<file path="config.mk">
export PLATFORM = sky130hd
export DESIGN_NAME = periph_vga_scanout
export DESIGN_NICKNAME = d
export VERILOG_FILES = /design/src/rtl/periph_vga_scanout_pkg.sv /design/src/rtl/periph_vga_scanout_timing.sv /design/src/rtl/periph_vga_scanout.sv
export SDC_FILE = /design/constraint.sdc
export NUM_CORES = 1
export LEC_CHECK = 0
export CORE_MARGIN = 1.5
export CORE_UTILIZATION = 30
export DETAILED_ROUTE_END_ITERATION = 16
export HOLD_SLACK_MARGIN = 0.06
export PLACE_DENSITY = 0.61
export SLEW_MARGIN = 15
export SYNTH_ARGS = -nofsm -noshare
export SYNTH_HDL_FRONTEND = slang
export SYNTH_SLANG_ARGS = --single-unit
</file>
<file path="constraint.sdc">
create_clock -name CLK -period 2.35 [get_ports CLK]
set_input_delay 0.3525 -clock CLK [delete_from_list [all_inputs] [get_ports CLK]]
set_output_delay 0.3525 -clock CLK [all_outputs]
set_load 0.005 [all_outputs]
</file>
<file path="src/rtl/periph_vga_scanout_pkg.sv">
// rtl/periph_vga_scanout_pkg.sv - shared constants and colour expansion for the VGA scanout
package periph_vga_scanout_pkg;

  // Default 640x480@60 timing
  localparam int VGA_H_ACTIVE = 640;
  localparam int VGA_H_FP     = 16;
  localparam int VGA_H_SYNC   = 96;
  localparam int VGA_H_BP     = 48;
  localparam int VGA_V_ACTIVE = 480;
  localparam int VGA_V_FP     = 10;
  localparam int VGA_V_SYNC   = 2;
  localparam int VGA_V_BP     = 33;

  // Framebuffer geometry: enough address bits for an unscaled 640x480 frame
  localparam int VGA_FB_ADDR_WIDTH = 19;
  localparam int VGA_FB_PIX_WIDTH  = 12;

  // Replicate a right-aligned bpc-bit channel MSB-first until 4 bits are filled
  function automatic logic [3:0] expand_channel(input logic [3:0] c, input int bpc);
    logic [3:0] r;
    logic [1:0] src;
    logic [1:0] dst;
    r = '0;
    for (int i = 0; i < 4; i++) begin
      src    = 2'(bpc - 1 - (i % bpc));
      dst    = 2'(3 - i);
      r[dst] = c[src];
    end
    return r;
  endfunction

endpackage

</file>
<file path="src/rtl/periph_vga_scanout_timing.sv">
// rtl/periph_vga_scanout_timing.sv - programmable VGA horizontal/vertical timing counters
module vga_timing_gen #(
  parameter int H_ACTIVE  = 640,
  parameter int H_FP      = 16,
  parameter int H_SYNC    = 96,
  parameter int H_BP      = 48,
  parameter int V_ACTIVE  = 480,
  parameter int V_FP      = 10,
  parameter int V_SYNC    = 2,
  parameter int V_BP      = 33,
  parameter bit HSYNC_POL = 1'b0,
  parameter bit VSYNC_POL = 1'b0,
  localparam int H_TOTAL  = H_ACTIVE + H_FP + H_SYNC + H_BP,
  localparam int V_TOTAL  = V_ACTIVE + V_FP + V_SYNC + V_BP,
  localparam int HW       = $clog2(H_TOTAL + 1),
  localparam int VW       = $clog2(V_TOTAL + 1)
) (
  input  logic          clk_i,
  input  logic          rst_ni,
  output logic [HW-1:0] h_cnt_o,
  output logic [VW-1:0] v_cnt_o,
  output logic          de_o,
  output logic          hsync_o,
  output logic          vsync_o,
  output logic          line_end_o,
  output logic          frame_end_o
);

  localparam logic [HW-1:0] H_LAST = HW'(H_TOTAL - 1);
  localparam logic [HW-1:0] H_ACT  = HW'(H_ACTIVE);
  localparam logic [HW-1:0] HS_BEG = HW'(H_ACTIVE + H_FP);
  localparam logic [HW-1:0] HS_END = HW'(H_ACTIVE + H_FP + H_SYNC);
  localparam logic [VW-1:0] V_LAST = VW'(V_TOTAL - 1);
  localparam logic [VW-1:0] V_ACT  = VW'(V_ACTIVE);
  localparam logic [VW-1:0] VS_BEG = VW'(V_ACTIVE + V_FP);
  localparam logic [VW-1:0] VS_END = VW'(V_ACTIVE + V_FP + V_SYNC);

  logic [HW-1:0] h_cnt_q, h_cnt_d;
  logic [VW-1:0] v_cnt_q, v_cnt_d;

  // Horizontal count wraps at line end; vertical count steps on each wrap
  always_comb begin
    h_cnt_d = h_cnt_q + HW'(1);
    v_cnt_d = v_cnt_q;
    if (line_end_o) begin
      h_cnt_d = '0;
      v_cnt_d = (v_cnt_q == V_LAST) ? '0 : v_cnt_q + VW'(1);
    end
  end

  // Counter registers
  always_ff @(posedge clk_i or negedge rst_ni) begin
    if (!rst_ni) begin
      h_cnt_q <= '0;
      v_cnt_q <= '0;
    end else begin
      h_cnt_q <= h_cnt_d;
      v_cnt_q <= v_cnt_d;
    end
  end

  assign h_cnt_o     = h_cnt_q;
  assign v_cnt_o     = v_cnt_q;
  assign line_end_o  = (h_cnt_q == H_LAST);
  assign frame_end_o = line_end_o && (v_cnt_q == V_LAST);
  assign de_o        = (h_cnt_q < H_ACT) && (v_cnt_q < V_ACT);
  assign hsync_o     = ((h_cnt_q >= HS_BEG) && (h_cnt_q < HS_END)) ? HSYNC_POL : ~HSYNC_POL;
  assign vsync_o     = ((v_cnt_q >= VS_BEG) && (v_cnt_q < VS_END)) ? VSYNC_POL : ~VSYNC_POL;

endmodule

</file>
<file path="src/rtl/periph_vga_scanout.sv">
// rtl/periph_vga_scanout.sv - framebuffer scanout with scaling, double buffer and colour expansion
module periph_vga_scanout
  import periph_vga_scanout_pkg::*;
#(
  parameter int H_ACTIVE      = VGA_H_ACTIVE,
  parameter int H_FP          = VGA_H_FP,
  parameter int H_SYNC        = VGA_H_SYNC,
  parameter int H_BP          = VGA_H_BP,
  parameter int V_ACTIVE      = VGA_V_ACTIVE,
  parameter int V_FP          = VGA_V_FP,
  parameter int V_SYNC        = VGA_V_SYNC,
  parameter int V_BP          = VGA_V_BP,
  parameter bit HSYNC_POL     = 1'b0,
  parameter bit VSYNC_POL     = 1'b0,
  parameter int SCALE_LOG2    = 1,
  parameter int BPC           = 4,
  parameter int FB_ADDR_WIDTH = VGA_FB_ADDR_WIDTH,
  parameter int RD_LAT        = 1
) (
  input  logic                     CLK,
  input  logic                     RST_X,
  input  logic                     i_enable,
  input  logic [11:0]              i_bg_color,
  input  logic [FB_ADDR_WIDTH-1:0] i_fb_base,
  output logic [FB_ADDR_WIDTH-1:0] o_fb_raddr,
  input  logic [3*BPC-1:0]         i_fb_rdata,
  output logic                     vga_h_sync,
  output logic                     vga_v_sync,
  output logic [3:0]               vga_red,
  output logic [3:0]               vga_green,
  output logic [3:0]               vga_blue,
  output logic                     o_vblank_irq
);

  localparam int H_TOTAL = H_ACTIVE + H_FP + H_SYNC + H_BP;
  localparam int V_TOTAL = V_ACTIVE + V_FP + V_SYNC + V_BP;
  localparam int HW      = $clog2(H_TOTAL + 1);
  localparam int VW      = $clog2(V_TOTAL + 1);
  localparam int FW      = H_ACTIVE >> SCALE_LOG2;

  localparam logic [HW-1:0]            H_SUB_MASK = HW'((1 << SCALE_LOG2) - 1);
  localparam logic [VW-1:0]            V_SUB_MASK = VW'((1 << SCALE_LOG2) - 1);
  localparam logic [VW-1:0]            V_ACT      = VW'(V_ACTIVE);
  localparam logic [FB_ADDR_WIDTH-1:0] FW_STEP    = FB_ADDR_WIDTH'(FW);

  if (SCALE_LOG2 < 0 || SCALE_LOG2 > 2) begin : g_bad_scale
    $error("periph_vga_scanout: SCALE_LOG2 must be 0..2");
  end
  if (BPC < 1 || BPC > 4) begin : g_bad_bpc
    $error("periph_vga_scanout: BPC must be 1..4");
  end
  if (RD_LAT < 1 || RD_LAT > 3) begin : g_bad_lat
    $error("periph_vga_scanout: RD_LAT must be 1..3");
  end

  logic [HW-1:0] h_cnt;
  logic [VW-1:0] v_cnt;
  logic          de, hsync, vsync, line_end, frame_end;

  vga_timing_gen #(
    .H_ACTIVE (H_ACTIVE),
    .H_FP     (H_FP),
    .H_SYNC   (H_SYNC),
    .H_BP     (H_BP),
    .V_ACTIVE (V_ACTIVE),
    .V_FP     (V_FP),
    .V_SYNC   (V_SYNC),
    .V_BP     (V_BP),
    .HSYNC_POL(HSYNC_POL),
    .VSYNC_POL(VSYNC_POL)
  ) u_timing (
    .clk_i      (CLK),
    .rst_ni     (RST_X),
    .h_cnt_o    (h_cnt),
    .v_cnt_o    (v_cnt),
    .de_o       (de),
    .hsync_o    (hsync),
    .vsync_o    (vsync),
    .line_end_o (line_end),
    .frame_end_o(frame_end)
  );

  logic [FB_ADDR_WIDTH-1:0] row_q, row_d;
  logic [FB_ADDR_WIDTH-1:0] col_q, col_d;
  logic [FB_ADDR_WIDTH-1:0] base_q, base_d;
  logic [FB_ADDR_WIDTH-1:0] hold_q, hold_d;
  logic [FB_ADDR_WIDTH-1:0] cur_addr;
  logic                     vblank_start;

  assign cur_addr     = row_q + col_q;
  assign vblank_start = (h_cnt == '0) && (v_cnt == V_ACT);

  // Address walk: col steps once per scaled pixel, row steps after the last repeat of a line
  always_comb begin
    row_d  = row_q;
    col_d  = col_q;
    base_d = base_q;
    hold_d = hold_q;
    if (line_end) begin
      col_d = '0;
    end else if (de && ((h_cnt & H_SUB_MASK) == H_SUB_MASK)) begin
      col_d = col_q + FB_ADDR_WIDTH'(1);
    end
    if (frame_end) begin
      row_d = base_q;
    end else if (line_end && (v_cnt < V_ACT) && ((v_cnt & V_SUB_MASK) == V_SUB_MASK)) begin
      row_d = row_q + FW_STEP;
    end
    if (vblank_start) begin
      base_d = i_fb_base;
    end
    if (de) begin
      hold_d = cur_addr;
    end
  end

  // Address and frame-base registers
  always_ff @(posedge CLK or negedge RST_X) begin
    if (!RST_X) begin
      row_q  <= '0;
      col_q  <= '0;
      base_q <= '0;
      hold_q <= '0;
    end else begin
      row_q  <= row_d;
      col_q  <= col_d;
      base_q <= base_d;
      hold_q <= hold_d;
    end
  end

  // The last active address stays on the bus through blanking
  assign o_fb_raddr   = de ? cur_addr : hold_q;
  assign o_vblank_irq = vblank_start;

  logic [RD_LAT:0] de_pipe_q;
  logic [RD_LAT:0] hs_pipe_q;
  logic [RD_LAT:0] vs_pipe_q;

  // Delay de and syncs so they line up with the registered colour
  always_ff @(posedge CLK or negedge RST_X) begin
    if (!RST_X) begin
      de_pipe_q <= '0;
      hs_pipe_q <= {(RD_LAT+1){~HSYNC_POL}};
      vs_pipe_q <= {(RD_LAT+1){~VSYNC_POL}};
    end else begin
      de_pipe_q <= {de_pipe_q[RD_LAT-1:0], de};
      hs_pipe_q <= {hs_pipe_q[RD_LAT-1:0], hsync};
      vs_pipe_q <= {vs_pipe_q[RD_LAT-1:0], vsync};
    end
  end

  logic [3:0]  fb_r, fb_g, fb_b;
  logic [11:0] rgb_q, rgb_d;

  assign fb_r = 4'(i_fb_rdata[3*BPC-1 -: BPC]);
  assign fb_g = 4'(i_fb_rdata[2*BPC-1 -: BPC]);
  assign fb_b = 4'(i_fb_rdata[BPC-1:0]);

  // Pick black, background or expanded framebuffer pixel for the word arriving now
  always_comb begin
    rgb_d = '0;
    if (de_pipe_q[RD_LAT-1]) begin
      if (!i_enable) begin
        rgb_d = i_bg_color;
      end else begin
        rgb_d = {expand_channel(fb_r, BPC), expand_channel(fb_g, BPC), expand_channel(fb_b, BPC)};
      end
    end
  end

  // Colour output register
  always_ff @(posedge CLK or negedge RST_X) begin
    if (!RST_X) begin
      rgb_q <= '0;
    end else begin
      rgb_q <= rgb_d;
    end
  end

  assign vga_red    = rgb_q[11:8];
  assign vga_green  = rgb_q[7:4];
  assign vga_blue   = rgb_q[3:0];
  assign vga_h_sync = hs_pipe_q[RD_LAT];
  assign vga_v_sync = vs_pipe_q[RD_LAT];

endmodule

</file>
==> qor.csv <==
stage;metric;value;unit
floorplan;io_pins;80;
finish;seq_area;0.00283;mm2
power_and_ir_drop;p_leak;4.23;nW
floorplan;die_w;143;um
grt;grt_pass1_vias;5042;
logic_synthesis;synth-edff-count;0;
timing;setup_viol;16;
place;pre_cts_ws;-0.630;ns
timing;max_freq;332;MHz
setup_path;critical_path.top_delay_family;compound AO/OA/AOI/OAI gates;
timing;slew_viol_final;0;
logic_synthesis;synth-seq-cells;113;
finish;diodes;0;
logic_synthesis;yosysSeqAreaShare;48.0;%
cts;cts_tree;done;
cts;cts.sinks;113;
timing;worst_slew_pin_slew;0.540;ns
hold_path;hp-class;reg -> reg;
cts;htreeDepth;4;
grt;antenna_found_initial;0;
floorplan;num_rows;51;
setup_path;cpPeakStageDelay;0.41;ns
cts;cts_buffer_depth;2;
floorplan;fp.dieArea;0.0205;mm2
timing;rsz0062_at_grt;true;
floorplan;fp.coreArea;0.0194;mm2
power_and_ir_drop;p_per_area;508;mW/mm2
run;maxCapViolCount;0;
setup_path;arrival;2.66;ns
logic_synthesis;synth_area_per_cell;10.4;um2
drt;vias;5087;
timing;final.min_clock_period;3.01;ns
cts;clk_pin_slew_worst_paths;0.05;ns
drt;drtAntennaViolNets;0;
drt;first_iter_violations;234;
logic_synthesis;async_reset_ff_share;100;%
drt;drc;0;
setup_path;cp-end-kind;output pin;
power_and_ir_drop;ir_worst_vdd;352;uV
logic_synthesis;yosysWarningCount;0;
drt;via_per_inst;4.75;
setup_path;crit_path_max_fanout;4;
timing;relSlewSlack;63.9;%
setup_path;cp_slowest_cell;dfrtp_1;
grt;grt_max_degree;47;
timing;hold_ws;0.354;ns
power_and_ir_drop;pwr-share-clk;53.5;%
floorplan;die_h;143;um
finish;fill_cells;1823;
drt;drt-pass1-iter-count;4;
logic_synthesis;syn-num-nets;641;
cts;cts_buffers;17;
cts;cts-root-buf;clkbuf_16;
grt;globalRouteOverflowTotal;0;
place;port_buffers;79;
setup_path;crit_chain;ha_4 -> or2_2 -> and3_4 -> o221a_4 -> buf_4 -> a31oi_4 -> mux2i_1 -> a21oi_2 -> buf_2;
finish;multiInputGateArea;0.00342;mm2
place;place.detailed.hpwl;10.9;mm
drt;wire_per_inst;14.6;um
logic_synthesis;netlist_area;0.00591;mm2
power_and_ir_drop;p_seq_share;42.5;%
setup_path;critical_path_class;reg -> out;
power_and_ir_drop;internal-power;3.68;mW
timing;post-route-period-util;128;%
run_status;failed_checks;setup timing;
finish;final_common_cell;buf_4;
timing;finalClockSkew;0.00902;ns
timing;setup_slack;-0.664;ns
grt;grt_usage;15.8;%
hold_path;hold_depth;0;
cts;clock_latency;0.42;ns
timing;setup-tns-final;-7.45;ns
setup_path;cp.depth;9;
power_and_ir_drop;p_comb_share;3.9;%
run_status;status;finished with violations;
place;place.gp.congestion;0.881;
finish;areaGrowthSynthToFinish;54.3;%
logic_synthesis;synth_flop_cell;dfrtp_1;
grt;grt_pass1_wl;25.1;mm
timing;finalHoldViolations;0;
setup_path;worstSetupStartpointType;register;
logic_synthesis;syn_inst;570;
power_and_ir_drop;p_switching;950;uW
floorplan;start_util;30.5;%
setup_path;ff2ff_path_depth;18;
setup_path;cp_num_buf_inv;2;
setup_path;crit_required;2.00;ns
finish;drive_gt1_share;38.4;%
finish;final_cell_mix;buf_4, dfrtp_1, clkdlybuf4s50_1, nand2_1, nor2_1;
finish;fin_nets;863;
logic_synthesis;yosysUniqueCellTypes;61;
power_and_ir_drop;switching_share;20.5;%
drt;routed_wl;15.6;mm
-- power groups by stage --
stage	sequential, mW	clock [mW]	combinational [mW]
after floorplan	2.00	0	0.0233
after global placement	2.00	0	0.186
after detailed placement	2.00	0	0.187
after CTS	1.97	2.53	0.189
after global routing	1.97	2.62	0.204
final	1.97	2.48	0.183
-- Yosys cell counts (5+ instances only) --
cell	instances	area [um2]
buf_2	5	25.0
nand3_1	20	100
xnor2_1	31	272
mux2_2	26	293
ha_1	24	300
nor3_1	15	75.1
a21oi_1	28	140
nand2_1	47	176
nor2b_1	13	81.3
dfrtp_1	109	2730
mux2i_1	14	140
nand4_1	14	87.6
xor2_1	19	166
clkbuf_1	16	60.1
nor2_1	41	154
nor4_1	5	31.3
inv_1	15	56.3
and3_1	7	43.8
o21ai_0	31	155
-- per-layer routing --
| metal | up-vias | track usage [%] | wire length [um] |
|---|---|---|---|
| met4 | 0 | 4.99 | 222 |
| met1 | 2469 | 20.1 | 7020 |
| met3 | 19 | 4.63 | 795 |
| li1 | 2495 | - | - |
| met5 | - | 0 | 0 |
| met2 | 104 | 25.7 | 7550 |
-- through the flow --
step	area [um2]	std cells	util [%]	power [mW]
detailed placement	7880	1003	40.6	2.19
finish	9110	1070	47.0	4.63
global route	9110	1070	47.0	4.79
CTS	8910	1063	45.9	4.69
global placement	7880	1003	40.6	2.19
floorplan	5990	570	-	2.03
-- flip-flops by register name, indices dropped and copies added (netlist names) --
register          cells
base_q               19
col_q                19
hold_q               19
row_q                19
rgb_q                12
u_timing.h_cnt_o     10
u_timing.v_cnt_o     10
hs_pipe_q             2
vs_pipe_q             2
de_pipe_q             1
-- path summary, 6_finish.rpt --
kind / slack (ns) / startpoint / to
setup / recovery: -0.66 / row_q[5] / o_fb_raddr[18]
hold / removal: 0.35 / hs_pipe_q[0] / hs_pipe_q[1]
setup reg to reg: -0.46 / row_q[0] / hold_q[9]
hold reg to reg: 0.35 / hs_pipe_q[0] / hs_pipe_q[1]
max in group asynchronous: 1.28 / RST_X / vs_pipe_q[1]
min in group asynchronous: 0.45 / RST_X / rgb_q[10]
-- logic make-up (layout without fill, tap and decap cells) --
family	Yosys count	count (layout)	synth area share, %
compound gates	108	108	11.5
xor+xnor	50	50	7.41
fa+ha+maj	25	25	5.42
buf+inv	40	275	2.92
flops	113	113	48.0
mux	40	40	7.33
simple gates	194	194	17.4
-- cell type report --
class / instances / area share [%]
Clock inverter: 11 / 1.24
Inverter: 15 / 0.645
Sequential cell: 113 / 31.1
Clock buffer: 21 / 5.05
Tap cell: 265 / 3.64
Timing Repair Buffer: 228 / 20.8
Multi-Input combinational cell: 417 / 37.5
-- repair_timing --
action | CTS | global route
endpoints found under the hold margin | 31 | 0
hold buffers | 1 | 0
setup endpoints to repair | 28 | 41
pin swaps | 56 | 23
gates resized for setup | 147 | 31
setup buffers | 27 | 10
(Power assumes the default switching activity.)
